`src/rtl/bcd_pkg.sv`:
```
// Shared types and constants for the packed-BCD to binary converter.
// Latency: n/a (declarations only).
// Backpressure: n/a.
package bcd_pkg;

    typedef enum logic [1:0] {
        S_IDLE = 2'd0,
        S_RUN  = 2'd1,
        S_FIN  = 2'd2,
        S_ERR  = 2'd3
    } state_t;

    localparam int DIG_N = 4;
    localparam int ACC_W = 14;

    localparam logic [ACC_W-1:0] W1000 = 14'd1000;
    localparam logic [ACC_W-1:0] W100  = 14'd100;
    localparam logic [ACC_W-1:0] W10   = 14'd10;
    localparam logic [ACC_W-1:0] W1    = 14'd1;

    // Decimal weight of the digit addressed by a pointer value 4..1.
    function automatic logic [ACC_W-1:0] digit_weight(input logic [2:0] ptr);
        case (ptr)
            3'd4:    digit_weight = W1000;
            3'd3:    digit_weight = W100;
            3'd2:    digit_weight = W10;
            3'd1:    digit_weight = W1;
            default: digit_weight = '0;
        endcase
    endfunction

endpackage

```
`src/rtl/bcd_nibble_check.sv`:
```
// Flags a packed-BCD word containing any nibble above 9.
// Latency: combinational.
// Backpressure: none.
module bcd_nibble_check
    import bcd_pkg::*;
(
    input  logic [4*DIG_N-1:0] dec,
    output logic               err
);

    // Any nibble in the range A..F makes the whole word invalid.
    always_comb begin
        err = 1'b0;
        for (int i = 0; i < DIG_N; i++) begin
            if (dec[4*i +: 4] > 4'd9) err = 1'b1;
        end
    end

endmodule

```
`src/rtl/dec4_to_bin12.sv`:
```
// Sequential 4-digit packed-BCD to binary converter by repeated weighted addition; DEC4_BIN_SAT_EN selects saturation on overflow.
// Latency: ok in cycle S+5 after the st edge (S = digit sum), cycle 1 for an invalid digit.
// Backpressure: st is accepted only in IDLE; pulses while busy or in the ok cycle are dropped.
module dec4_to_bin12
    import bcd_pkg::*;
#(
    parameter int OUT_W = 12
) (
    input  logic             clk,
    input  logic             rst,
    input  logic             st,
    input  logic [15:0]      DEC,
    output logic [OUT_W-1:0] BIN,
    output logic [2:0]       ptr_dig,
    output logic             busy,
    output logic             ok,
    output logic             err,
    output logic             ovf
);

    localparam logic [ACC_W-1:0] BIN_MAX = ACC_W'((1 << OUT_W) - 1);

    state_t                 state, state_nxt;
    logic [DIG_N-1:0][3:0]  dig;
    logic [ACC_W-1:0]       acc;
    logic                   dec_bad;
    logic [1:0]             sel;
    logic [3:0]             cur_dig;
    logic                   acc_ovf;
    logic [OUT_W-1:0]       bin_res;

    bcd_nibble_check u_chk (
        .dec (DEC),
        .err (dec_bad)
    );

    // Pointer 4..1 maps to digit index 3..0; result shaping for the final edge.
    always_comb begin
        sel     = ptr_dig[1:0] - 2'd1;
        cur_dig = dig[sel];
        acc_ovf = (acc > BIN_MAX);
`ifdef DEC4_BIN_SAT_EN
        bin_res = acc_ovf ? {OUT_W{1'b1}} : acc[OUT_W-1:0];
`else
        bin_res = acc[OUT_W-1:0];
`endif
    end

    // State register.
    always_ff @(posedge clk or posedge rst) begin
        if (rst) state <= S_IDLE;
        else     state <= state_nxt;
    end

    // Next state plus status strobes decoded from the current state.
    always_comb begin
        state_nxt = state;
        busy      = (state != S_IDLE);
        ok        = (state == S_FIN) || (state == S_ERR);
        case (state)
            S_IDLE: if (st) state_nxt = dec_bad ? S_ERR : S_RUN;
            S_RUN:  if (cur_dig == 4'd0 && ptr_dig == 3'd1) state_nxt = S_FIN;
            S_FIN:  state_nxt = S_IDLE;
            S_ERR:  state_nxt = S_IDLE;
            default: state_nxt = S_IDLE;
        endcase
    end

    // Digit down-counters, pointer, accumulator and held result flags.
    always_ff @(posedge clk or posedge rst) begin
        if (rst) begin
            dig     <= '0;
            acc     <= '0;
            ptr_dig <= 3'd0;
            BIN     <= '0;
            err     <= 1'b0;
            ovf     <= 1'b0;
        end else begin
            case (state)
                S_IDLE: begin
                    if (st) begin
                        dig     <= DEC;
                        acc     <= '0;
                        err     <= dec_bad;
                        ovf     <= 1'b0;
                        // An invalid word completes next cycle, so the pointer never leaves 0.
                        ptr_dig <= dec_bad ? 3'd0 : 3'd4;
                    end
                end
                S_RUN: begin
                    if (cur_dig != 4'd0) begin
                        acc      <= acc + digit_weight(ptr_dig);
                        dig[sel] <= cur_dig - 4'd1;
                    end else if (ptr_dig > 3'd1) begin
                        ptr_dig <= ptr_dig - 3'd1;
                    end else begin
                        ptr_dig <= 3'd0;
                        BIN     <= bin_res;
                        ovf     <= acc_ovf;
                    end
                end
                default: ;
            endcase
        end
    end

endmodule
```
`config.mk`:
```
export PLATFORM = sky130hd
export DESIGN_NAME = dec4_to_bin12
export DESIGN_NICKNAME = d
export VERILOG_FILES = /design/src/rtl/bcd_pkg.sv /design/src/rtl/bcd_nibble_check.sv /design/src/rtl/dec4_to_bin12.sv
export SDC_FILE = /design/constraint.sdc
export NUM_CORES = 1
export LEC_CHECK = 0
export CORE_UTILIZATION = 40
export CTS_BUF_LIST = sky130_fd_sc_hd__clkbuf_16
export DETAILED_ROUTE_END_ITERATION = 6
export DONT_BUFFER_PORTS = 1
export PLACE_DENSITY = 0.64
export SYNTH_ARGS = -nofsm -noshare
export SYNTH_HDL_FRONTEND = slang
export SYNTH_HIERARCHICAL = 1
export SYNTH_SLANG_ARGS = --single-unit
export TNS_END_PERCENT = 100
```
`constraint.sdc`:
```
create_clock -name clk -period 3.6 [get_ports clk]
set_input_delay 0.72 -clock clk [delete_from_list [all_inputs] [get_ports clk]]
set_output_delay 0.72 -clock clk [all_outputs]
set_load 0.01 [all_outputs]
```
==> impl_metrics.json <==
{
  "path_depth": 9,
  "synth_top_cell_by_area": "dfrtp_1",
  "r2r-end": "dig[7]$_DFFE_PP0P_",
  "drive_above_1_share_pct": 12.5,
  "cp-start-kind": "flip-flop",
  "dr.first_iter.drc_count": 119,
  "grt_pass1_wl_um": 11300,
  "path_delay_family": "compound AO/OA/AOI/OAI gates",
  "cp.arrival_ns": 3.12,
  "setup_viol": 0,
  "post_synth_num_cell_types": 57,
  "slowest_stage": "a22o_1",
  "hp-class": "flip-flop to flip-flop",
  "worstPathRequired_ns": 3.77,
  "tightest_slew_ns": 1.02,
  "p_leak_nw": 1.50,
  "crit_chain": "inv_6 -> ha_1 -> mux4_2 -> inv_1 -> ha_1 -> and2_1 -> a22o_1 -> nor2_1 -> a221o_1",
  "antenna_found_initial": 0,
  "synth_area_um2": 3020,
  "yosysSeqAreaShare_pct": 40.6,
  "cts_tree": "done",
  "path_buf_inv": 2,
  "synth-edff-count": 0,
  "globalplace.congestion": 0.873,
  "relSlewSlack_pct": 31.7,
  "endpoint": "dig[7]$_DFFE_PP0P_",
  "antenna_cells": 0,
  "clock-sinks": 49,
  "wire_per_inst_um": 17.2,
  "post-route-util_pct": 44.6,
  "finalHoldViolCount": 0,
  "vias_per_cell": 5.71,
  "htreeDepth": 2,
  "syn_avg_cell_area_um2": 10.2,
  "design.core.area_um2": 7290,
  "io_pins": 38,
  "crit_fanout": 15,
  "netlist_top_cells_area": "dfrtp_1 41%, ha_1 7.5%, mux2_4 5.0%",
  "routed_wirelength_um": 6780,
  "root_buffer": "clkbuf_16",
  "startpoint": "ptr_dig[0]$_DFFE_PP0P_",
  "layout_min_cycle_time_ns": 2.95,
  "ys_warn_count": 6,
  "cts_resized": 0,
  "skew_ns": 0.00631,
  "syn_inst": 295,
  "clock_latency_ns": 0.29,
  "fin_nets": 333,
  "core.rowCount": 31,
  "cap_viol_max_count": 0,
  "drc": 0,
  "synth_top_area_share_pct": 40.6,
  "cts_setup_buffers": 0,
  "max-vdd-ir-drop_mv": 0.456,
  "r2r-start": "ptr_dig[0]$_DFFE_PP0P_",
  "syn2layout_area_growth_pct": 7.71,
  "hold_start": "acc[13]$_DFFE_PP0P_",
  "grt-ovfl-total": 0,
  "synth_ff_type": "dfrtp_1",
  "status": "completed",
  "critPathKind": "flip-flop to flip-flop",
  "first_pass_iters": 5,
  "async_reset_ff_share_pct": 100,
  "reg2reg_slack_ns": 0.65,
  "ctsHoldBuffers": 0,
  "synth_commonest_cells": "49 x dfrtp_1, 22 x nand2_1, 21 x nor2_1",
  "finalCritPeriodShare_pct": 81.8,
  "groute.usage.overall_pct": 18.9,
  "tns_ns": 0,
  "dpl.hpwl_um": 5060,
  "cts_max_path_buffers": 2,
  "vias": 2254,
  "r2r_cells": 9,
  "fmax_mhz": 339,
  "yosysMostFrequentCell": "dfrtp_1",
  "pre_cts_ws_ns": 0.657,
  "grt_pass1_vias": 2254,
  "die_h_um": 88.9,
  "grt_max_degree": 50,
  "syn_nets": 333,
  "fp.dieW_um": 88.9,
  "max_stage_delay_ns": 0.43,
  "cpMostUsedCell": "ha_1",
  "rsz0062_at_grt": "no",
  "drv_slew": 0,
  "dieArea_um2": 7900,
  "powerDensity_nw_per_um2": 1070,
  "endpoint_kind": "flip-flop",
  "start_util_pct": 41.4,
  "cts-buffers-inserted": 5,
  "ys_seq_elements": 49,
  "cts.reportedPaths.clkPinSlew_ns": 0.07,
  "portBuffers": 0,
  "fin_ws_ns": 0.654,
  "final_antenna_net_count": 0
}
## final cells by class
| type | instances | area [um2] |
|---|---|---|
| sequential | 49 | 1230 |
| inverter | 17 | 68.8 |
| clock buffer | 5 | 125 |
| clock inverter | 3 | 13.8 |
| fill | 713 | 4040 |
| timing repair buffer | 3 | 22.5 |
| tap | 99 | 124 |
| multi-input combinational | 219 | 1670 |
## how the worst min path moves through the flow
stage	to	slack (ns)	depth (start not counted)
CTS	acc[13]$_DFFE_PP0P_	0.50	1
detailed placement	dig[13]$_DFFE_PP0P_	0.48	1
finish	acc[13]$_DFFE_PP0P_	0.50	1
global placement	dig[13]$_DFFE_PP0P_	0.47	1
global route	dig[13]$_DFFE_PP0P_	0.51	1
floorplan	acc[13]$_DFFE_PP0P_	0.45	1
## worst register-to-register path: stages, from the launching register on
cell and delay, ns:
dfrtp_1 0.42, inv_6 0.06, ha_1 0.41, mux4_2 0.39, inv_1 0.10, ha_1 0.34
and2_1 0.18, a22o_1 0.43, nor2_1 0.16, a221o_1 0.33
## per-stage QoR
| step | instance area [um2] | power (W) | instances | hold slack [ns] |
|---|---|---|---|---|
| after floorplan | 3020 | 0.00261 | 295 | 0.446 |
| after detailed placement | 3110 | 0.00301 | 387 | 0.484 |
| after global placement | 3110 | 0.00297 | 387 | 0.471 |
| after CTS | 3250 | 0.00347 | 395 | 0.497 |
| final | 3250 | 0.00347 | 395 | 0.500 |
| after global routing | 3250 | 0.00377 | 395 | 0.514 |
## routing by layer
| metal | vias up | track usage (%) | wire length (um) | part of all wire, % |
|---|---|---|---|---|
| met5 | - | 0 | 0 | 0 |
| li1 | 1070 | - | - | - |
| met1 | 1084 | 25.5 | 3150 | 46 |
| met4 | 0 | 3.37 | 61 | 0.90 |
| met3 | 10 | 4.38 | 510 | 7.5 |
| met2 | 90 | 31.3 | 3060 | 45 |
## logic make-up after synthesis
kind of cell	count (synthesis)	share of synthesized area (%)
muxes	26	12.8
and+or+nand+nor	84	13.7
xor gates and xnor gates	6	1.74
AOI/OAI and AO/OA	84	18.9
DFF	49	40.6
buffers and inverters	27	4.02
adders and majority gates	19	8.13
## sequential cells by signal (all words and copies together) (netlist names)
name,flops
BIN,12
acc,14
err,1
ovf,1
ptr_dig,3
dig,16
state,2
## power breakdown
group / switching, W / leakage (nW) / internal, W
Clock: 0.000205 / 0.0748 / 0.000253
Sequential: 0.000254 / 0.601 / 0.000825
Combinational: 0.00107 / 0.822 / 0.000862
## layout by cell type, fill, tap and decap left out, types with 4 or more instances in the layout
master	synthesis	routed
a21oi_1	19	19
and2_1	6	6
clkbuf_16	0	5
dfrtp_1	49	49
ha_1	18	18
inv_1	16	16
mux2_2	5	5
mux2_4	10	10
mux2i_1	6	6
nand2_1	22	22
nand3_1	12	12
nor2_1	21	21
nor2b_1	5	5
o21ai_0	18	18
o21ai_1	4	4
o22a_1	7	7
o2bb2ai_1	4	4
xnor2_1	4	4
No activity file was read; power rests on OpenSTA's default activity.
